==> src/rtl/lamp_sequencer.sv <==
// lamp_sequencer
//   Turns the traffic controller's one-bit direction grant into the six
//   physical lamp drives. Every change of direction runs the committed
//   sequence: minimum green, timed yellow, timed all-red, opposite green.
//   At most one direction ever shows green or yellow.
//
// Ports
//   clock     rising-edge clock
//   reset     asynchronous, active-high reset
//   NSLite    controller grants north-south
//   EWLite    controller grants east-west
//   NSGreen / NSYellow / NSRed   north-south lamps
//   EWGreen / EWYellow / EWRed   east-west lamps
//   fault     registered: the grant pair sampled last edge was not one-hot
//   busy      high in any yellow or all-red state (and in FLASH)
//
// Optional feature (macro LAMP_FAULT_FLASH_EN)
//   Both grants high on two consecutive edges sends the block to a sticky
//   FLASH state where both reds blink every YELLOW_CYCLES cycles.
//   With the macro undefined an illegal grant only raises fault.

module lamp_sequencer #(
  parameter int MIN_GREEN_CYCLES = 4,
  parameter int YELLOW_CYCLES    = 3,
  parameter int ALLRED_CYCLES    = 2,
  parameter int CNT_W            = 8
) (
  input  logic clock,
  input  logic reset,
  input  logic NSLite,
  input  logic EWLite,
  output logic NSGreen,
  output logic NSYellow,
  output logic NSRed,
  output logic EWGreen,
  output logic EWYellow,
  output logic EWRed,
  output logic fault,
  output logic busy
);

`ifdef LAMP_FAULT_FLASH_EN
  typedef enum logic [2:0] {
    ALLRED_TO_NS, NS_GREEN, NS_YELLOW, ALLRED_TO_EW, EW_GREEN, EW_YELLOW, FLASH
  } state_t;
`else
  typedef enum logic [2:0] {
    ALLRED_TO_NS, NS_GREEN, NS_YELLOW, ALLRED_TO_EW, EW_GREEN, EW_YELLOW
  } state_t;
`endif

  // Terminal timer values: a phase of N cycles ends on the edge where timer==N-1.
  localparam logic [CNT_W-1:0] greenLast  = CNT_W'(MIN_GREEN_CYCLES - 1);
  localparam logic [CNT_W-1:0] yellowLast = CNT_W'(YELLOW_CYCLES - 1);
  localparam logic [CNT_W-1:0] allRedLast = CNT_W'(ALLRED_CYCLES - 1);
  localparam logic [CNT_W-1:0] timerMax   = {CNT_W{1'b1}};

  state_t           state;
  state_t           stateNext;
  logic [CNT_W-1:0] timer;

  logic grantNs;
  logic grantEw;
  logic grantInvalid;

  assign grantNs      = NSLite & ~EWLite;
  assign grantEw      = EWLite & ~NSLite;
  assign grantInvalid = ~(NSLite ^ EWLite);

`ifdef LAMP_FAULT_FLASH_EN
  logic bothHigh;
  logic bothHighPrev;
  logic flashRed;

  assign bothHigh = NSLite & EWLite;

  // Remembers last edge's both-high sample and runs the red blink in FLASH.
  // flashRed sits at 1 outside FLASH so the blink always starts lit.
  always_ff @(posedge clock or posedge reset) begin
    if (reset) begin
      bothHighPrev <= 1'b0;
      flashRed     <= 1'b1;
    end else begin
      bothHighPrev <= bothHigh;
      if (state != FLASH) begin
        flashRed <= 1'b1;
      end else if (timer == yellowLast) begin
        flashRed <= ~flashRed;
      end
    end
  end
`endif

  // State register, phase timer and fault flag. The timer restarts on every
  // state change and otherwise saturates; in FLASH it wraps per blink period.
  always_ff @(posedge clock or posedge reset) begin
    if (reset) begin
      state <= ALLRED_TO_NS;
      timer <= '0;
      fault <= 1'b0;
    end else begin
      state <= stateNext;
      fault <= grantInvalid;
      if (stateNext != state) begin
        timer <= '0;
`ifdef LAMP_FAULT_FLASH_EN
      end else if (state == FLASH && timer == yellowLast) begin
        timer <= '0;
`endif
      end else if (timer != timerMax) begin
        timer <= timer + 1'b1;
      end
    end
  end

  // Next-state logic. A green only yields to a clean opposite grant sampled
  // on an edge where the minimum has been met; yellow and all-red are
  // committed and ignore the grant entirely.
  always_comb begin
    stateNext = state;
    case (state)
      ALLRED_TO_NS: if (timer == allRedLast) stateNext = NS_GREEN;
      NS_GREEN:     if (grantEw && timer >= greenLast) stateNext = NS_YELLOW;
      NS_YELLOW:    if (timer == yellowLast) stateNext = ALLRED_TO_EW;
      ALLRED_TO_EW: if (timer == allRedLast) stateNext = EW_GREEN;
      EW_GREEN:     if (grantNs && timer >= greenLast) stateNext = EW_YELLOW;
      EW_YELLOW:    if (timer == yellowLast) stateNext = ALLRED_TO_NS;
`ifdef LAMP_FAULT_FLASH_EN
      FLASH:        stateNext = FLASH;
`endif
      default:      stateNext = ALLRED_TO_NS;
    endcase
`ifdef LAMP_FAULT_FLASH_EN
    if (bothHigh && bothHighPrev) stateNext = FLASH;
`endif
  end

  // Moore lamp decode: one lamp per direction, the idle direction shows red.
  always_comb begin
    NSGreen  = 1'b0;
    NSYellow = 1'b0;
    NSRed    = 1'b1;
    EWGreen  = 1'b0;
    EWYellow = 1'b0;
    EWRed    = 1'b1;
    busy     = 1'b1;
    case (state)
      NS_GREEN: begin
        NSGreen = 1'b1;
        NSRed   = 1'b0;
        busy    = 1'b0;
      end
      NS_YELLOW: begin
        NSYellow = 1'b1;
        NSRed    = 1'b0;
      end
      EW_GREEN: begin
        EWGreen = 1'b1;
        EWRed   = 1'b0;
        busy    = 1'b0;
      end
      EW_YELLOW: begin
        EWYellow = 1'b1;
        EWRed    = 1'b0;
      end
`ifdef LAMP_FAULT_FLASH_EN
      FLASH: begin
        NSRed = flashRed;
        EWRed = flashRed;
      end
`endif
      default: begin
        NSRed = 1'b1;
        EWRed = 1'b1;
      end
    endcase
  end

endmodule

==> config.mk <==
export PLATFORM = sky130hd
export DESIGN_NAME = lamp_sequencer
export DESIGN_NICKNAME = d
export VERILOG_FILES = /design/src/rtl/lamp_sequencer.sv
export SDC_FILE = /design/constraint.sdc
export NUM_CORES = 1
export LEC_CHECK = 0
export CAP_MARGIN = 10
export CORE_UTILIZATION = 52
export DETAILED_ROUTE_END_ITERATION = 7
export PLACE_DENSITY_LB_ADDON = 0.2
export SYNTH_ARGS = -nofsm -noshare
export SYNTH_HDL_FRONTEND = slang
export SYNTH_SLANG_ARGS = --single-unit
==> constraint.sdc <==
create_clock -name clock -period 2.3 [get_ports clock]
set_clock_uncertainty 0.05 [all_clocks]
set_input_delay 0.23 -clock clock [delete_from_list [all_inputs] [get_ports clock]]
set_output_delay 0.23 -clock clock [all_outputs]
set_load 0.02 [all_outputs]
After elaboration in Yosys (flattened, before gate mapping)
Cells that the tools add are included.
Word-level totals
  output and inout bits: 8
  logic and storage cells: 43
  input bits: 4
  bits in registers: 12
Operators by class
  reduce and logical (&&, ||, !) cells: 7
  mux-type cells: 16
  bitwise logic cells: 6
  order comparisons: 1
  equal/unequal tests: 9
  add/sub/neg operators: 1
Operators by type and width (count)
  2-to-1 mux 3 bit: 6
  one-hot mux 3 bit (6 select lines): 1
  2-to-1 mux 8 bit: 2
  adder 8 x 1 -> 8 bit (second input constant): 1
  == test 8 x 1 -> 1 bit (second input constant): 1
  == test 8 x 2 -> 1 bit (second input constant): 1
  greater-or-equal comparator 8 x 2 -> 1 bit (second input constant): 1
  != test 8 bit (second input constant): 1
  2-to-1 mux 1 bit: 7
  == test 3 x 2 -> 1 bit (second input constant): 2
  == test 3 bit (second input constant): 2
  OR reduction 2 bit: 3
  == test 3 x 1 -> 1 bit (second input constant): 1
  logical NOT 3 bit: 1
  != test 3 bit: 1
  inverter 1 bit: 3
  AND 1 bit: 2
  logical AND 1 bit: 2
  nonzero test 2 bit: 1
  bitwise XOR 1 bit: 1

Longest topological paths before layout
  depth after elaboration: 7
  gate-level depth with buffers: 7

Worst setup path before layout
No wires, ideal clock.
  path kind: register -> register
  start: register timer[4]
  end: register timer[0]
  arrival: 1606 ps
  cell stages (with the launch flop): 6
  path buffers: 0
  setup time: 127 ps
  slack: 517 ps
  cells stage by stage: dfrtp_1 -> or4_4 -> nor3_4 -> o221ai_2 -> o21ai_4 -> nor2_1
Between the ends
  longest elaborated chain between the ends: 6
  elaborated cells between the ends (all ways): 16
  classes of those cells: order compare (1); eq/ne (4); mux (8); reduce/logical (3)
Ends and longest elaborated chain
  from (decl): RTL line 60  | logic [CNT_W-1:0] timer;
  from (signal assigned): RTL line 111  | timer <= timer + 1'b1;
  greater-or-equal comparator 8 x 2 -> 1 bit: RTL line 123, 126
  logical AND 1 bit (on tied branches): RTL line 126, 123
  2-to-1 mux 3 bit (on tied branches): RTL line 126, 123
  one-hot mux 3 bit (6 select lines): RTL line 121  | case (state)
  != test 3 bit: RTL line 104  | if (stateNext != state) begin
  2-to-1 mux 8 bit or nonzero test 2 bit (tied branches)
Parallel ways exist; a longest one is shown, timed or not.
A chain may end at the register's enable or synchronous reset.

Final worst setup path
  start: register state[1]
  end: output EWGreen
Between the ends
  longest elaborated chain between the ends: 2
Ends and longest elaborated chain
  from (decl): RTL line 58  | state_t state;
  from (signal assigned): RTL line 102  | state <= stateNext;
  == test 3 bit: RTL line 147  | case (state)
  2-to-1 mux 1 bit: RTL line 147
  to (decl): RTL line 35  | output logic EWGreen,
No other way between the ends.

==> flow_metrics.tcl <==
set metrics [dict create \
    wire_per_inst_um 14.4 \
    endpoint "EWGreen" \
    rsz0062_at_grt "false" \
    rrSetupSlack_ps 310 \
    htree_levels 1 \
    dp.final_hpwl_mm 1.27 \
    fin_cells 121 \
    route.vias.total 722 \
    power_density_nw_per_um2 1240 \
    start_util 0.563 \
    clock_latency_ps 270 \
    cts_tree "done" \
    post_cts_buffers 0 \
    setup_viol 0 \
    clockBufferDepth 2 \
    portBuffers 11 \
    dpl.cell_count 117 \
    p_total_mw 1.25 \
    reg2regPathDepth 6 \
    totalWireLength_mm 1.74 \
    tightest_slew_ps 450 \
    fmax_mhz 474 \
    power.switching_mw 0.561 \
    syn_inst 95 \
    nets 115 \
    num_rows 14 \
    drtIter0Drc 28 \
    hold_path_class "input port to async pin" \
    peakVddDrop_v 0.000642 \
    vias_per_cell 5.97 \
    synthArstFlopShare 1.00 \
    end_kind "output port" \
    crit_arrival_ps 1830 \
    start_kind "flop" \
    tns_ps 0 \
    grt_max_degree 13 \
    drive_above_1_share 0.152 \
    syn_area_per_cell_um2 9.14 \
    syn-cell-area_um2 868 \
    numCtsBuffers 3 \
    swShare 0.448 \
    die_h_um 42.9 \
    crit_required_ps 2020 \
    cap_violations 0 \
    final_hold_viol_count 0 \
    die_w_um 42.9 \
    comb_power_share 0.587 \
    synth_edf_count 0 \
    path_class "flop to output port" \
    worst_slew_margin_rel 0.700 \
    ant_nets 0 \
    r2r_start "timer[0]" \
    grt_pass1_vias 668 \
    status "finished, final reports clean" \
    dieArea_um2 1840 \
    clockRootBuffer "clkbuf_4" \
    syn_nets 104 \
    grt_pass1_wl_mm 2.86 \
    clock-sinks 12 \
    clkTransAtPathRegs_ps 70 \
    io_pins 12 \
    synth_ff_type "dfrtp_1" \
    antennaDiodeCount 0 \
    p_leak_nw 0.450 \
    regToRegEndpoint "timer[1]" \
    overflow 0 \
    cp_max_fo 9 \
    ys_seq_area_frac 0.346 \
    drt-pass1-iter-count 4 \
    internal-power_mw 0.693 \
    period_share 0.917 \
    fillers 124 \
    synth_warnings 0 \
    report.final.slew_viol_count 0 \
    pwr-share-seq 0.284 \
    yosysUniqueCellTypes 36 \
    area_delta_synth_final_pct 16.9 \
    grtUsageTotal 0.206 \
    startpoint "state[1]" \
    clkPwrFrac 0.129 \
    grt_antenna_before_repair 0 \
    gp_congestion 0.838 \
    drc 0 \
    period_needed_ps 2110 \
    ys_ff_latch 12 \
    core-area_um2 1540 \
]
power groups by stage:
stage | Sequential [mW] | Combinational (mW) | Clock [mW]
2_1_floorplan | 0.294 | 0.576 | 0
3_3_place_gp | 0.353 | 0.717 | 0
3_5_place_dp | 0.355 | 0.730 | 0
4_1_cts | 0.351 | 0.733 | 0.169
5_1_grt | 0.364 | 0.812 | 0.176
6_report | 0.356 | 0.736 | 0.162
worst min path at each step:
stage                     endpoint  slack [ps]  cells after the start
after floorplan              fault          40                      1
after global placement    timer[0]         510                      2
after detailed placement  timer[0]         520                      2
after CTS                 timer[0]         230                      2
after global routing      timer[0]         280                      2
final                     timer[0]         220                      2
cells in the mapped netlist (all sizes together) (3+ instances only):
library cell | number | share of area
nor2 | 12 | 0.052
ha | 5 | 0.072
nor3b | 3 | 0.032
buf | 4 | 0.023
nand2 | 4 | 0.017
o21ai | 6 | 0.048
a21oi | 3 | 0.017
dfrtp | 12 | 0.35
nand4 | 3 | 0.022
nand3 | 4 | 0.023
nor3 | 3 | 0.030
nor2b | 3 | 0.022
inv | 8 | 0.035
area by class of cell:
cell class              instances  area [um^2]  area share
flip-flops and latches         12          302       0.297
inverters                       8         30.0      0.0296
multi-input cells              69          509       0.502
well taps                      16         20.0      0.0197
clock buffers                   4         36.3      0.0358
repair buffers                 12          118       0.116
kinds of logic (layout without fill, tap and decap cells):
group | count (synthesis) | count (layout) | synth area share
and+or+nand+nor | 41 | 41 | 0.285
AOI/OAI and AO/OA | 18 | 18 | 0.176
buffers and inverters | 14 | 24 | 0.0677
DFF | 12 | 12 | 0.346
adders and majority gates | 5 | 5 | 0.0720
xor gates and xnor gates | 3 | 3 | 0.0303
muxes | 2 | 2 | 0.0231
metrics by stage:
step	setup WS [ps]	area, um^2	hold WS [ps]	util
floorplan	517	868	44.7	-
global placement	382	977	514	0.634
detailed placement	345	977	524	0.634
CTS	111	1010	233	0.657
global route	30.3	1010	280	0.658
finish	191	1010	218	0.658
worst max-delay path: stages (launching register included):
cell and delay (ps):
dfrtp_1 480, nor2b_1 240, inv_1 80, nor2_1 130, clkdlybuf4s50_1 630
layer usage:
metal / share of wire / global-route usage
met3: 0.065 / 0.0638
met5: 0 / 0
met1: 0.47 / 0.290
met4: 0 / 0.0375
met2: 0.46 / 0.315
repair_timing:
item | in CTS | in global routing
hold buffers | 0 | 0
endpoints found under the setup margin | 0 | 2
resized for setup | 0 | 1
cell usage in the layout (no fill, tap or decap), types with 2 or more instances in the layout:
master           count
clkdlybuf4s50_1     11
xor2_1               2
ha_1                 5
nor3_1               2
and2_1               2
nor2_1              12
nor2b_1              3
clkbuf_4             3
mux2i_1              2
and3_1               2
a21oi_1              3
nor3b_1              2
nand4_1              3
dfrtp_1             11
nand2_1              4
inv_1                8
a211oi_2             2
o21ai_0              4
nand3_1              4
nor4_2               2
registers in the layout, summed over array words and instances (netlist names):
signal / count
fault: 1
state: 3
timer: 8
No activity file was read; power rests on OpenSTA's default activity.
